==> config.mk <==
export PLATFORM = sky130hd
export DESIGN_NAME = axi_proxy_responder
export DESIGN_NICKNAME = d
export VERILOG_FILES = /design/src/rtl/axi_proxy_responder.sv
export SDC_FILE = /design/constraint.sdc
export NUM_CORES = 1
export LEC_CHECK = 0
export BUFFER_PORTS_ARGS = -buffer_cell sky130_fd_sc_hd__buf_2
export CAP_MARGIN = 40
export CORE_AREA = 8 8 380 382
export DETAILED_ROUTE_END_ITERATION = 12
export DIE_AREA = 0 0 388 390
export HOLD_SLACK_MARGIN = 0.05
export PLACE_DENSITY = 0.3
export SETUP_SLACK_MARGIN = 0.02
export SLEW_MARGIN = 20
export SYNTH_ARGS = -nofsm -noshare
export SYNTH_HDL_FRONTEND = slang
export SYNTH_SLANG_ARGS = --single-unit
==> constraint.sdc <==
create_clock -name clk -period 3.9 [get_ports clk]
set_clock_uncertainty 0.05 [all_clocks]
set_input_delay 0.195 -clock clk [delete_from_list [all_inputs] [get_ports clk]]
set_output_delay 0.195 -clock clk [all_outputs]
set_load 0.05 [all_outputs]
==> src/rtl/axi_proxy_responder.sv <==
// ECD-side end of the AXI-over-stream proxy link.
// Executes one request packet as one AXI4-Lite transaction and returns a response.
module axi_proxy_responder #(
   parameter logic [7:0] PKT_TYPE = 8'd1
) (
   input  logic         clk,
   input  logic         resetn,
   input  logic [511:0] AXIS_RX_TDATA,
   input  logic         AXIS_RX_TVALID,
   input  logic         AXIS_RX_TLAST,
   output logic         AXIS_RX_TREADY,
   output logic [255:0] AXIS_TX_TDATA,
   output logic         AXIS_TX_TVALID,
   output logic         AXIS_TX_TLAST,
   input  logic         AXIS_TX_TREADY,
   output logic [31:0]  M_AXI_AWADDR,
   output logic [2:0]   M_AXI_AWPROT,
   output logic         M_AXI_AWVALID,
   input  logic         M_AXI_AWREADY,
   output logic [31:0]  M_AXI_WDATA,
   output logic [3:0]   M_AXI_WSTRB,
   output logic         M_AXI_WVALID,
   input  logic         M_AXI_WREADY,
   input  logic [1:0]   M_AXI_BRESP,
   input  logic         M_AXI_BVALID,
   output logic         M_AXI_BREADY,
   output logic [31:0]  M_AXI_ARADDR,
   output logic [2:0]   M_AXI_ARPROT,
   output logic         M_AXI_ARVALID,
   input  logic         M_AXI_ARREADY,
   input  logic [31:0]  M_AXI_RDATA,
   input  logic [1:0]   M_AXI_RRESP,
   input  logic         M_AXI_RVALID,
   output logic         M_AXI_RREADY,
   output logic [31:0]  req_count,
   output logic [31:0]  drop_count
);

   typedef enum logic [2:0] {
      S_IDLE, S_DRAIN, S_WRITE, S_READ,
      S_WAIT_B, S_WAIT_R, S_SEND
   } state_t;

   state_t        state_q, state_d;
   logic          rx_rdy_q, rx_rdy_d;
   logic [31:0]   addr_q, addr_d;
   logic [31:0]   data_q, data_d;
   logic          mode_q, mode_d;
   logic          pend_q, pend_d;
   logic          awv_q, awv_d;
   logic          wv_q, wv_d;
   logic          bre_q, bre_d;
   logic          arv_q, arv_d;
   logic          rre_q, rre_d;
   logic          txv_q, txv_d;
   logic [255:0]  txd_q, txd_d;
   logic [31:0]   req_q, req_d;
   logic [31:0]   drop_q, drop_d;
   logic          rx_hs;
   logic          go;

   // Payload bits above the mode flag are never interpreted.
   logic unused_bits;
   assign unused_bits = ^AXIS_RX_TDATA[503:65];

   assign rx_hs = rx_rdy_q & AXIS_RX_TVALID;

   always_comb begin
      state_d  = state_q;
      rx_rdy_d = rx_rdy_q;
      addr_d   = addr_q;
      data_d   = data_q;
      mode_d   = mode_q;
      pend_d   = pend_q;
      awv_d    = awv_q;
      wv_d     = wv_q;
      bre_d    = bre_q;
      arv_d    = arv_q;
      rre_d    = rre_q;
      txv_d    = txv_q;
      txd_d    = txd_q;
      req_d    = req_q;
      drop_d   = drop_q;
      go       = 1'b0;
      unique case (state_q)
         S_IDLE: begin
            rx_rdy_d = 1'b1;
            if (rx_hs) begin
               addr_d   = AXIS_RX_TDATA[31:0];
               data_d   = AXIS_RX_TDATA[63:32];
               mode_d   = AXIS_RX_TDATA[64];
               rx_rdy_d = 1'b0;
               if (AXIS_RX_TDATA[511:504] != PKT_TYPE) begin
                  drop_d = drop_q + 32'd1;
                  pend_d = 1'b0;
                  if (!AXIS_RX_TLAST) begin
                     state_d  = S_DRAIN;
                     rx_rdy_d = 1'b1;
                  end
               end else if (!AXIS_RX_TLAST) begin
                  state_d  = S_DRAIN;
                  pend_d   = 1'b1;
                  rx_rdy_d = 1'b1;
               end else begin
                  go = 1'b1;
               end
            end
         end
         S_DRAIN: begin
            if (rx_hs && AXIS_RX_TLAST) begin
               rx_rdy_d = 1'b0;
               pend_d   = 1'b0;
               if (pend_q) go = 1'b1;
               else        state_d = S_IDLE;
            end
         end
         S_WRITE: begin
            awv_d = awv_q & ~M_AXI_AWREADY;
            wv_d  = wv_q & ~M_AXI_WREADY;
            if (!awv_d && !wv_d) begin
               bre_d   = 1'b1;
               state_d = S_WAIT_B;
            end
         end
         S_READ: begin
            if (M_AXI_ARREADY) begin
               arv_d   = 1'b0;
               rre_d   = 1'b1;
               state_d = S_WAIT_R;
            end
         end
         S_WAIT_B: begin
            if (M_AXI_BVALID) begin
               bre_d   = 1'b0;
               txv_d   = 1'b1;
               txd_d   = {189'b0, 1'b0, M_AXI_BRESP, 32'b0, addr_q};
               state_d = S_SEND;
            end
         end
         S_WAIT_R: begin
            if (M_AXI_RVALID) begin
               rre_d   = 1'b0;
               txv_d   = 1'b1;
               txd_d   = {189'b0, 1'b0, M_AXI_RRESP, M_AXI_RDATA, addr_q};
               state_d = S_SEND;
            end
         end
         S_SEND: begin
            if (AXIS_TX_TREADY) begin
               txv_d    = 1'b0;
               req_d    = req_q + 32'd1;
               rx_rdy_d = 1'b1;
               state_d  = S_IDLE;
            end
         end
         default: state_d = S_IDLE;
      endcase
      // mode_d holds the freshly latched mode in IDLE and the stored one in DRAIN.
      if (go) begin
         if (mode_d) begin
            arv_d   = 1'b1;
            state_d = S_READ;
         end else begin
            awv_d   = 1'b1;
            wv_d    = 1'b1;
            state_d = S_WRITE;
         end
      end
   end

   always_ff @(posedge clk or negedge resetn) begin
      if (!resetn) begin
         state_q  <= S_IDLE;
         rx_rdy_q <= 1'b0;
         addr_q   <= '0;
         data_q   <= '0;
         mode_q   <= 1'b0;
         pend_q   <= 1'b0;
         awv_q    <= 1'b0;
         wv_q     <= 1'b0;
         bre_q    <= 1'b0;
         arv_q    <= 1'b0;
         rre_q    <= 1'b0;
         txv_q    <= 1'b0;
         txd_q    <= '0;
         req_q    <= '0;
         drop_q   <= '0;
      end else begin
         state_q  <= state_d;
         rx_rdy_q <= rx_rdy_d;
         addr_q   <= addr_d;
         data_q   <= data_d;
         mode_q   <= mode_d;
         pend_q   <= pend_d;
         awv_q    <= awv_d;
         wv_q     <= wv_d;
         bre_q    <= bre_d;
         arv_q    <= arv_d;
         rre_q    <= rre_d;
         txv_q    <= txv_d;
         txd_q    <= txd_d;
         req_q    <= req_d;
         drop_q   <= drop_d;
      end
   end

   assign AXIS_RX_TREADY = rx_rdy_q;
   assign AXIS_TX_TDATA  = txd_q;
   assign AXIS_TX_TVALID = txv_q;
   assign AXIS_TX_TLAST  = 1'b1;
   assign M_AXI_AWADDR   = addr_q;
   assign M_AXI_AWPROT   = 3'b000;
   assign M_AXI_AWVALID  = awv_q;
   assign M_AXI_WDATA    = data_q;
   assign M_AXI_WSTRB    = 4'hF;
   assign M_AXI_WVALID   = wv_q;
   assign M_AXI_BREADY   = bre_q;
   assign M_AXI_ARADDR   = addr_q;
   assign M_AXI_ARPROT   = 3'b000;
   assign M_AXI_ARVALID  = arv_q;
   assign M_AXI_RREADY   = rre_q;
   assign req_count      = req_q;
   assign drop_count     = drop_q;

endmodule

==> flow_summary.yaml <==
worst_setup_path:
  critPathMaxFanout: 12
  start_kind: "flop"
  ff2ff_setup_slack_ns: 1.39
  worstPathRequired_ns: 4.33
  path_class: "reg -> reg"
  cp-end-kind: "flop"
  arrival_ns: 2.93
cells_and_area:
  utilization_pct: 11.2
  num-nets-final: 1997
  drive_above_1_share_pct: 34.0
  fin_cells: 3272
  syn_to_final_growth_pct: 47.7
yosys:
  synth_area_um2: 10500
  synth_top_area_share_pct: 49.2
  yosys_warnings: 0
  syn_inst: 1018
  synth_area_leaders: "dfrtp_1 (49%), buf_4 (19%), mux2_2 (7.1%)"
  synth_cell_type_count: 46
  synth_edf_count: 0
  synthFlopType: "dfrtp_1"
  synth_top_area_cell: "dfrtp_1"
  avgSynthCellArea_um2: 10.3
  async_flop_share_pct: 100
  yosysSeqAreaShare_pct: 49.2
  synth_seq_cells: 206
placement:
  placedCellCount: 3097
  place_ws_ns: 1.29
  place_hpwl_mm: 46.6
  port_buffers: 351
  gp_congestion: 0.704
detailed_routing:
  wl_per_cell_um: 17.4
  postRouteAntennaNets: 0
  routed_wirelength_mm: 56.8
  vias_per_cell: 2.45
  vias: 8010
  drtIter0Drc: 142
  first_pass_iters: 4
  drc: 0
sta:
  fin_crit_sh_pct: 64.2
  setup-violations-final: 0
  rsz0062_at_grt: "false"
  hold_viol: 0
  tightest_slew_ns: 0.959
  final.setup.tns_ns: 0
  slew_viol_final: 0
  period_minus_slack_ns: 2.51
  worst_slack_ns: 1.39
  whs_ns: 0.234
  max_clock_freq_ghz: 0.399
  maxSlewHeadroom_pct: 36.1
cts:
  cts-root-buf: "clkbuf_16"
  cts_tree: "yes"
  clock-sinks: 206
  clock_path_buffers: 3
  cts_made_buffers: 30
  cts_resized: 0
  clkLatencyLatePin_ns: 0.60
  cts_hold_buf: 115
  cts_setup_buffers: 0
  cts-htree-levels: 1
  clk_pin_slew_worst_paths_ns: 0.06
global_routing:
  grt_usage_pct: 7.16
  grt-ovfl-total: 0
  grt_pass1_wl_mm: 76.5
  grt_antenna_before_repair: 21
  grt_max_degree: 103
  grt_pass1_vias: 8947
die:
  die_area_um2: 151000
  initial_utilization_pct: 7.57
  die_h_um: 390
  io_pins: 992
  row_count: 137
  die_x_um: 388
  core_um2: 139000
power_and_ir_drop:
  p_leak_nw: 7.83
  ir_drop_v: 0.000344
  powerDensity_nw_per_um2: 361
min_path:
  min_path_type: "in -> async"
outcome:
  outcome: "finished clean"
run:
  cap_violations: 0
[path summary, 6_finish.rpt]
kind,from,to,cells past startpoint
worst max-delay path,state_q[2]$_DFFE_PN0P_,AXIS_TX_TDATA[64]$_DFFE_PN0P_,6
worst min-delay path,resetn,req_count[24]$_DFFE_PN0P_,2
worst max register to register,state_q[2]$_DFFE_PN0P_,AXIS_TX_TDATA[64]$_DFFE_PN0P_,6
worst min register to register,AXIS_TX_TDATA[47]$_DFFE_PN0P_,AXIS_TX_TDATA[47]$_DFFE_PN0P_,2
max in group asynchronous,resetn,M_AXI_ARADDR[20]$_DFFE_PN0P_,3
min in group clk,AXIS_RX_TDATA[508],M_AXI_AWVALID$_DFF_PN0_,5
[layout make-up]
type	instances	area, um2
diodes	12	30.0
clock buffers	43	881
clock inverters	5	77.6
fillers	15900	123000
inverters	11	41.3
multi-input cells	702	3910
flip-flops and latches	206	5150
well taps	1807	2260
repair buffers	486	3120
[worst max-delay path, stage by stage, from the launching register on]
cell and delay, ns:
dfrtp_1 0.67, inv_1 0.22, nor3_4 0.26, buf_8 0.20
mux2i_1 0.27, dlygate4sd3_1 0.62, o21ai_1 0.06
[cell usage in the layout, fill, tap and decap left out, types with 3 or more instances in the layout]
cell	Yosys	routed
nand2_1	195	195
dfrtp_1	206	206
nor3_2	4	5
xor2_1	10	10
nand2b_1	3	3
a21oi_1	8	8
clkbuf_16	0	31
clkbuf_1	6	6
dlygate4sd3_1	0	115
clkbuf_8	0	6
nor3b_1	3	3
xnor2_1	52	52
inv_1	10	10
nor2b_1	3	3
nand3_1	63	62
and3_1	11	10
nor2_1	17	17
buf_4	270	16
nor3_1	7	5
nand4_1	20	20
diode_2	0	12
conb_1	2	201
and2_1	5	4
buf_2	16	350
mux2i_1	3	3
o21ai_0	3	3
and4_1	4	4
mux2_2	66	66
[cell families (layout without fill, tap and decap cells)]
| logic type | count (synthesis) | count (layout) | synth area share (%) |
|---|---|---|---|
| muxes | 70 | 70 | 7.49 |
| and+or+nand+nor | 345 | 345 | 15.5 |
| AOI/OAI and AO/OA | 22 | 22 | 1.36 |
| DFF | 206 | 206 | 49.2 |
| xor gates and xnor gates | 62 | 62 | 5.18 |
| adders and majority gates | 2 | 2 | 0.239 |
| buffers and inverters | 309 | 545 | 20.9 |
| other | 2 | 213 | 0.0717 |
[synthesized netlist by cell type, types with 2 or more instances]
library cell	instances
and2_1	5
dfrtp_1	206
nand2b_1	3
inv_1	10
xor2_1	10
mux2_2	66
nor2_1	17
nand3_1	63
xnor2_1	52
nor3_1	7
buf_4	270
nor3b_1	3
o21ai_0	3
clkbuf_1	6
conb_1	2
nand4_1	20
ha_1	2
and3_1	11
mux2i_1	3
nor3_2	4
and4_1	4
nor4_1	2
a22o_1	2
nand2_1	195
a21oi_1	8
buf_1	6
nor2b_1	3
o21ai_1	2
buf_2	16
[report_power, final]
group          internal [mW]  switching (mW)  leakage [nW]
logic                  0.123           0.535          4.50
clock network           1.67            1.13         0.469
registers               2.14               0          2.86
[through the flow]
step           area (um2)  power, mW
5_1_grt             15500       5.89
2_1_floorplan       11200       2.76
6_report            15500       5.60
4_1_cts             15400       5.80
3_5_place_dp        13300       2.73
3_3_place_gp        13300       2.73
[state kept, by name, summed over array words and instances (netlist names), 3 cells and up]
register       cells
AXIS_TX_TDATA     66
M_AXI_ARADDR      32
M_AXI_WDATA       32
drop_count        32
req_count         32
state_q            3
[routing by layer]
metal  vias up  GRT usage [%]  part of all wire [%]
li1       3722              -                     -
met5         -              0                 0.083
met3        75           5.21                    17
met4         8           1.95                   2.5
met2       474           10.2                    39
met1      3731           8.53                    41
(Power assumes the default switching activity.)
